File: config.mk
export PLATFORM = sky130hd
export DESIGN_NAME = ia_addr_sequencer_flat
export DESIGN_NICKNAME = d
export VERILOG_FILES = /design/src/rtl/ia_addr_sequencer_if.sv /design/src/rtl/ia_addr_sequencer.sv /design/src/flat_wrapper.sv
export SDC_FILE = /design/constraint.sdc
export NUM_CORES = 1
export LEC_CHECK = 0
export BUFFER_PORTS_ARGS = -buffer_cell sky130_fd_sc_hd__buf_2
export CAP_MARGIN = 5
export CORE_MARGIN = 2
export CORE_UTILIZATION = 35
export DETAILED_ROUTE_END_ITERATION = 7
export PLACE_DENSITY = 0.52
export SYNTH_ARGS = -nofsm -noshare
export SYNTH_HDL_FRONTEND = slang
export SYNTH_SLANG_ARGS = --single-unit
File: constraint.sdc
create_clock -name clock -period 2.85 [get_ports clock]
set_input_delay 0.1425 -clock clock [delete_from_list [all_inputs] [get_ports clock]]
set_output_delay 0.1425 -clock clock [all_outputs]
set_load 0.005 [all_outputs]
File: src/rtl/ia_addr_sequencer_if.sv
// Scheduler handshake and address-datapath bus for ia_addr_sequencer.
// The abort input exists only when IA_SEQ_ABORT_EN is defined.
interface ia_addr_sequencer_if #(
  parameter int ram_address_width = 5
);
  logic                         start;
  logic [ram_address_width-1:0] last_addr;
  logic                         out_ready;
  logic                         busy;
  logic                         done;
  logic                         addr_bram_enable;
  logic [ram_address_width-1:0] ram_address;
  logic [2:0]                   arbiter_ctrl;
  logic                         addr_valid;
`ifdef IA_SEQ_ABORT_EN
  logic                         abort;

  modport master (
    input  start, last_addr, out_ready, abort,
    output busy, done, addr_bram_enable, ram_address, arbiter_ctrl, addr_valid
  );
  modport slave (
    output start, last_addr, out_ready, abort,
    input  busy, done, addr_bram_enable, ram_address, arbiter_ctrl, addr_valid
  );
`else
  modport master (
    input  start, last_addr, out_ready,
    output busy, done, addr_bram_enable, ram_address, arbiter_ctrl, addr_valid
  );
  modport slave (
    output start, last_addr, out_ready,
    input  busy, done, addr_bram_enable, ram_address, arbiter_ctrl, addr_valid
  );
`endif
endinterface

File: src/rtl/ia_addr_sequencer.sv
// Walks the row/col address BRAMs and steps the arbiters through 4 phases per entry.
// Optional feature macro: IA_SEQ_ABORT_EN (adds bus.abort, forcing an early done).
module ia_addr_sequencer #(
  parameter int ram_address_width = 5,
  parameter int ram_depth         = 32,
  parameter int bram_latency      = 1,
  parameter int num_phases        = 4
) (
  input  logic                 clock,
  input  logic                 reset,
  ia_addr_sequencer_if.master  bus
);

  typedef enum logic [2:0] {
    S_IDLE,
    S_FETCH,
    S_WAIT,
    S_ISSUE,
    S_DONE
  } state_e;

  localparam logic [ram_address_width-1:0] MAX_ADDR   = ram_address_width'(ram_depth - 1);
  localparam logic [1:0]                   LAST_PHASE = 2'(num_phases - 1);
  localparam int                           WAIT_INIT_I = (bram_latency > 1) ? bram_latency - 2 : 0;
  localparam logic [1:0]                   WAIT_INIT  = 2'(WAIT_INIT_I);

  state_e                       state_q, state_d;
  logic [ram_address_width-1:0] addr_q, addr_d;
  logic [ram_address_width-1:0] last_q, last_d;
  logic [1:0]                   phase_q, phase_d;
  logic [1:0]                   wait_q, wait_d;
  logic                         abort_hit;

  logic                         busy_q, busy_d;
  logic                         done_q, done_d;
  logic                         en_q, en_d;
  logic [ram_address_width-1:0] ram_address_q, ram_address_d;
  logic [2:0]                   arb_q, arb_d;
  logic                         valid_q, valid_d;

  // NOTE: every variable gets a default before the case so no path can infer a latch.
  always_comb begin
    state_d   = state_q;
    addr_d    = addr_q;
    last_d    = last_q;
    phase_d   = phase_q;
    wait_d    = wait_q;
    abort_hit = 1'b0;

    unique case (state_q)
      S_IDLE: begin
        if (bus.start) begin
          last_d  = (bus.last_addr > MAX_ADDR) ? MAX_ADDR : bus.last_addr;
          addr_d  = '0;
          phase_d = '0;
          state_d = S_FETCH;
        end
      end
      S_FETCH: begin
        if (bram_latency > 1) begin
          wait_d  = WAIT_INIT;
          state_d = S_WAIT;
        end else begin
          state_d = S_ISSUE;
        end
      end
      S_WAIT: begin
        if (wait_q == 2'd0) state_d = S_ISSUE;
        else                wait_d  = wait_q - 2'd1;
      end
      S_ISSUE: begin
        if (bus.out_ready) begin
          if (phase_q == LAST_PHASE) begin
            phase_d = '0;
            if (addr_q == last_q) begin
              state_d = S_DONE;
            end else begin
              addr_d  = addr_q + 1'b1;
              state_d = S_FETCH;
            end
          end else begin
            phase_d = phase_q + 2'd1;
          end
        end
      end
      S_DONE:  state_d = S_IDLE;
      default: state_d = S_IDLE;
    endcase

`ifdef IA_SEQ_ABORT_EN
    // Abort outranks start and out_ready; the done pulse is raised beside IDLE.
    if (bus.abort && state_q != S_IDLE) begin
      state_d   = S_IDLE;
      addr_d    = '0;
      phase_d   = '0;
      wait_d    = '0;
      abort_hit = 1'b1;
    end
`endif
  end

  // Outputs are decoded from the next state so they line up with the state register.
  always_comb begin
    busy_d        = (state_d == S_FETCH) || (state_d == S_WAIT) || (state_d == S_ISSUE);
    done_d        = (state_d == S_DONE) || abort_hit;
    en_d          = (state_d == S_FETCH);
    ram_address_d = (state_d == S_FETCH) ? addr_d : ram_address_q;
    valid_d       = (state_d == S_ISSUE);
    arb_d         = (state_d == S_ISSUE) ? ({1'b0, phase_d} + 3'd1) : 3'd0;
  end

  // NOTE: state uses non-blocking assignments so every flop samples pre-edge values.
  // NOTE: every flop here is control state, so all are reset; there is no storage array.
  always_ff @(posedge clock or negedge reset) begin
    if (!reset) begin
      state_q       <= S_IDLE;
      addr_q        <= '0;
      last_q        <= '0;
      phase_q       <= '0;
      wait_q        <= '0;
      busy_q        <= 1'b0;
      done_q        <= 1'b0;
      en_q          <= 1'b0;
      ram_address_q <= '0;
      arb_q         <= '0;
      valid_q       <= 1'b0;
    end else begin
      state_q       <= state_d;
      addr_q        <= addr_d;
      last_q        <= last_d;
      phase_q       <= phase_d;
      wait_q        <= wait_d;
      busy_q        <= busy_d;
      done_q        <= done_d;
      en_q          <= en_d;
      ram_address_q <= ram_address_d;
      arb_q         <= arb_d;
      valid_q       <= valid_d;
    end
  end

  assign bus.busy             = busy_q;
  assign bus.done             = done_q;
  assign bus.addr_bram_enable = en_q;
  assign bus.ram_address      = ram_address_q;
  assign bus.arbiter_ctrl     = arb_q;
  assign bus.addr_valid       = valid_q;

endmodule

File: src/flat_wrapper.sv
// flat-port wrapper written by rule: the top's interface ports become plain ports
module ia_addr_sequencer_flat 
#(
  parameter int ram_address_width = 5,
  parameter int ram_depth         = 32,
  parameter int bram_latency      = 1,
  parameter int num_phases        = 4
)
  (clock, reset, bus_start, bus_last_addr, bus_out_ready, bus_busy, bus_done, bus_addr_bram_enable, bus_ram_address, bus_arbiter_ctrl, bus_addr_valid);
  ia_addr_sequencer_if #(.ram_address_width(ram_address_width)) bus_i ();
  input  logic clock;
  input  logic reset;
  input wire logic [$bits(bus_i.start)-1:0] bus_start;
  input wire logic [$bits(bus_i.last_addr)-1:0] bus_last_addr;
  input wire logic [$bits(bus_i.out_ready)-1:0] bus_out_ready;
  output wire logic [$bits(bus_i.busy)-1:0] bus_busy;
  output wire logic [$bits(bus_i.done)-1:0] bus_done;
  output wire logic [$bits(bus_i.addr_bram_enable)-1:0] bus_addr_bram_enable;
  output wire logic [$bits(bus_i.ram_address)-1:0] bus_ram_address;
  output wire logic [$bits(bus_i.arbiter_ctrl)-1:0] bus_arbiter_ctrl;
  output wire logic [$bits(bus_i.addr_valid)-1:0] bus_addr_valid;
  assign bus_i.start = bus_start;
  assign bus_i.last_addr = bus_last_addr;
  assign bus_i.out_ready = bus_out_ready;
  assign bus_busy = bus_i.busy;
  assign bus_done = bus_i.done;
  assign bus_addr_bram_enable = bus_i.addr_bram_enable;
  assign bus_ram_address = bus_i.ram_address;
  assign bus_arbiter_ctrl = bus_i.arbiter_ctrl;
  assign bus_addr_valid = bus_i.addr_valid;
  ia_addr_sequencer #(.ram_address_width(ram_address_width), .ram_depth(ram_depth), .bram_latency(bram_latency), .num_phases(num_phases)) u_core (.clock(clock), .reset(reset), .bus(bus_i));
endmodule
After elaboration in Yosys (flattened, before gate mapping)
Cells that the tools add are included.
- register bits after elaboration: 29
- input bits: 9
- output and inout port bits: 12
- word-level logic and storage cells: 49
- add/sub/neg operators: 4
- $lt $le $gt $ge: 1
- eq/ne operators: 9
- multiplexer cells: 17
- bitwise operators: 1
- reduce and logical (&&, ||, !) cells: 6
- operators by type and width (operator ; number):
    2-to-1 mux 5 bit ; 5
    2-to-1 mux 3 bit ; 6
    equality test 3 x 2 -> 1 bit (second input constant) ; 4
    one-hot mux 3 bit (4 select lines) ; 1
    one-hot mux 5 bit (2 select lines) ; 1
    equality test 3 x 1 -> 1 bit (second input constant) ; 2
    2-to-1 mux 2 bit ; 3
    adder 5 x 1 -> 5 bit (second input constant) ; 1
    equality test 5 bit ; 1
    greater-than comparator 5 bit (second input constant) ; 1
    one-hot mux 2 bit (2 select lines) ; 1
    AND reduction 2 bit ; 2
    adder 2 x 1 -> 3 bit (second input constant) ; 1
    equality test 3 bit (second input constant) ; 1
    logical NOT 3 bit ; 1
    adder 2 x 1 -> 2 bit (second input constant) ; 1
    equality test 2 bit (second input constant) ; 1
    logical NOT 2 bit ; 1
    logical OR 1 bit ; 2
    subtractor 2 x 1 -> 2 bit (second input constant) ; 1
    NOT 1 bit ; 1

Logic depth before layout (Yosys ltp)
- word-level depth: 8
- depth in mapped cells: 7
- mapped depth without buffers: 7

Worst setup path before layout
Ideal clock, no wire load.
- kind: flip-flop to flip-flop
- start: reg u_core.state_q[0]
- end: reg u_core.arb_q[1] (netlist: u_core.bus.arbiter_ctrl[1])
- setup time: 0.119 ns
- arrival: 1.726 ns
- data required time: 2.731 ns
- path slack: 1.005 ns
- cell stages (with the launch flop): 8
- path buffers: 1
- cells stage by stage: dfrtp_1 -> or3b_1 -> or2_0 -> clkbuf_1 -> nand3_1 -> nand2_1 -> ha_1 -> and2_1
- RTL lines (item ; RTL line ; text):
    from (decl) ; ia_addr_sequencer.sv:27 ; state_e state_q, state_d;
    from (signal assigned) ; ia_addr_sequencer.sv:128 ; state_q <= state_d;
    equality test 3 x 2 -> 1 bit / logical NOT 3 bit (equally long branches) ; ia_addr_sequencer.sv:50 ; unique case (state_q)
    one-hot mux 2 bit (2 select lines) * ; ia_addr_sequencer.sv:50 ;
    via u_core.phase_d[1] ; ia_addr_sequencer.sv:30 ; logic [1:0] phase_q, phase_d;
    adder 2 x 1 -> 3 bit * ; ia_addr_sequencer.sv:109 ; arb_d = (state_d == S_ISSUE) ? ({1'b0, phase_d} + 3'd1) : 3'd0;
    2-to-1 mux 3 bit * ; ia_addr_sequencer.sv:109 ;
    via u_core.arb_d[1] ; ia_addr_sequencer.sv:38 ; logic [2:0] arb_q, arb_d;
    to (signal assigned) ; ia_addr_sequencer.sv:137 ; arb_q <= arb_d;
    to (decl) ; ia_addr_sequencer.sv:38 ;
The timed path passes the listed nets; every way through them passes the cells marked *.
A chain may end at the register's enable or synchronous reset.

Final worst setup path
Same ends and word-level chain as after synthesis.

==> metrics <==
status finished clean; CTS resizes 0; worst reg2reg path endpoint u_core.bus.arbiter_ctrl[1]; Cell Pwr Density approximately 1100 mW/mm2; final setup violation count 0; global route overflow 0; Post-Syn Nets about 140; initial core utilization between 30 and 40%; first-pass GRT wire length between 4000 and 5000 um; worst flop-to-flop path startpoint u_core.state_q[0]; Yosys top cell area share between 50% and 60%; DRT Pass-1 Iters 4; sequential-to-total area share from yosys stat a little under three fifths; final setup TNS 0 ns; Peak VDD IR between 0.0004 and 0.0005 V; Worst path max stage delay between 0.4 and 0.5 ns; launch point of the worst path u_core.state_q[0]; CP max stage cell dfrtp_1; required time of the critical path 3.02 ns; number of flops mapped to enable cells by yosys 0; leakage power around 0.77 nW; largest family of logic cells by synthesized area simple AND/OR/NAND/NOR gates; #FFs+latches synth 29; Hold Path Cell Cnt 3; DR DRC count 0; Placer Congestion about 0.84; clk sinks 29; clock buffer depth 2; WL/cell about 12 um; Layout fillers between 300 and 400; Fin. Hold Viols 0; initial antenna violation count 0; Slew Viols, Final 0; synth warn 0; Port Buffers 20; Post-Layout Inst Area between 0.0015 and 0.002 mm2; core area between 0.003 and 0.004 mm2; adder-cell share of the synthesized area approximately 3.8%; CTS tree yes; min Tclk post-route about 2.0 ns; register area slightly above 700 um2; number of buffers created by CTS 5; Hold Startpoint bus_last_addr[0]; HP Class in -> reg; htree depth 2; hpwl dp roughly 1900 um; post-synthesis mux area share 0%; met1 usage between 10% and 20%; I/O pin count 21; mapped cell area around 0.0013 mm2; post-synthesis compound-gate area fraction a little over a tenth; CP bufs+invs 0; Post-synth ARST share 100%; antenna-violating nets left 0; commonest non-fill, non-tap cell in the layout dfrtp_1; layout cells sized above 1 between 20% and 30%; Final period util a little under three quarters; Netlist cell types 31; area of the multi-input gates between 500 and 600 um2; final wirelength 2530 um; Setup crit end kind flip-flop; Synth Area in XOR/XNOR 4.02%; post-place instance area approximately 0.0015 mm2; Worst R2R Setup Slack a little over 0.8 ns; CP top delay family simple AND/OR/NAND/NOR gates; 1st-iter DRT viols 39; RSZ-0062 raised after global routing false; Root Buffer clkbuf_8; Slew headroom 56.5%; most frequent cells in the layout dfrtp_1 (29), nand2_1 (27), buf_2 (20); ranking of synthesized cells by area dfrtp_1 (55%), nand2_1 (7.7%), xnor2_1 (4.0%), ha_1 (3.8%), nor2_1 (3.2%); clk_skew 0.00524 ns; Slew @ Worst Pin 0.653 ns; vias in the first global route 979; Row Count 22; via count 970; gr usage total between 10 and 15%; largest net degree at the start of global routing 30; prevailing post-synth register cell dfrtp_1; Mapped Avg Cell Area approximately 10 um2; kind of critical path reg -> reg; worst skew pair latency about 0.28 ns; r2r worst-path depth 6; worst-path fanout max 9; met2 GRT Util a little over a fifth; Die ar. between 0.004 and 0.005 mm2; startpoint types flip-flop; Mapped Cells about 130; met3 usage ~4.8%; Fmax 0.491 GHz; clock-pin slew on the worst setup and hold paths 0.06 ns; WP data arrival approximately 2.2 ns; area leader, netlist dfrtp_1; Area growth syn-to-layout 20.9%; number of max-cap violations 0; grt peak-use layer met2; postcts setup bufs 0; Hold Path Sink u_core.last_q[0]; vias per inst roughly 4.7; crit-path cells or3b_1 -> or2_0 -> nand3_1 -> nand2_1 -> ha_1 -> and2_1; antenna cells 0; Die W ~65 um; Die Y around 65 um; Nets 169; Simple-Gate Fraction of Synth Area a little under a quarter
==> power breakdown <==
part / leakage (nW) / internal, mW / switching (mW)
Clock: 0.0585 / 0.285 / 0.151
Combinational: 0.348 / 0.274 / 0.323
Sequential: 0.361 / 0.581 / 0.116
==> worst reg2reg max path: stages (launching register included) <==
cell and delay, ns:
dfrtp_1 0.45, or3b_1 0.42, or2_0 0.40, nand3_1 0.17, nand2_1 0.08, ha_1 0.29, and2_1 0.13
==> layer usage <==
layer,up-vias,wire (um)
met5,-,0
met4,0,66
met3,8,121
met2,22,1150
met1,449,1190
li1,491,-
==> Yosys cell counts (3+ instances only) <==
library cell	n
a31oi_1	3
xnor2_1	6
nand3_1	7
ha_1	4
nand2_1	27
a21oi_1	5
o211ai_1	3
o21ai_0	4
and2_1	4
nor2_1	11
dfrtp_1	29
inv_1	6
==> sequential cells by signal (all words and copies together), names as in the netlist <==
name	count
u_core.last_q	5
u_core.phase_q	2
u_core.bus.done	1
u_core.addr_q	5
u_core.bus.addr_valid	1
u_core.state_q	3
u_core.bus.busy	1
u_core.bus.ram_address	5
u_core.wait_q	2
u_core.bus.addr_bram_enable	1
u_core.bus.arbiter_ctrl	3
==> stage by stage <==
| step | utilization (%) | std cells | hold slack [ns] | power (mW) | worst slack, ns |
|---|---|---|---|---|---|
| after floorplan | - | 131 | -0.153 | 1.12 | 1.01 |
| after detailed placement | 40.1 | 196 | 0.213 | 1.31 | 0.826 |
| after CTS | 43.6 | 205 | 0.0504 | 1.75 | 0.802 |
| after global routing | 43.6 | 205 | 0.0613 | 1.89 | 0.681 |
| after global placement | 40.1 | 196 | 0.199 | 1.28 | 0.890 |
| final | 43.6 | 205 | 0.0538 | 1.73 | 0.812 |
==> worst max path at each step <==
stage | end | depth (start not counted)
after CTS | u_core.bus.arbiter_ctrl[1] | 6
after detailed placement | u_core.bus.arbiter_ctrl[1] | 6
final | u_core.bus.arbiter_ctrl[1] | 6
after global routing | u_core.bus.arbiter_ctrl[1] | 6
after global placement | u_core.bus.arbiter_ctrl[1] | 6
after floorplan | u_core.bus.arbiter_ctrl[1] | 7
==> kinds of logic (layout without fill, tap and decap cells) <==
family                   after synthesis  in the layout
AND/OR/NAND/NOR                       62             62
flip-flops                            29             29
XOR/XNOR                               6              6
buffers and inverters                 10             36
AO/OA/AOI/OAI                         20             20
adder cells (fa/ha/maj)                4              4
==> layout make-up <==
cell class	count	area share (%)
Tap cell	48	3.79
Timing Repair Buffer	21	6.96
Clock inverter	1	1.90
Sequential cell	29	45.8
Multi-Input combinational cell	92	34.4
Clock buffer	7	5.45
Inverter	7	1.66
==> repair_timing <==
action,CTS,global route
hold buffers,1,0
endpoints found under the hold margin,29,0
endpoints found under the setup margin,0,0
No activity file was read; power rests on OpenSTA's default activity.
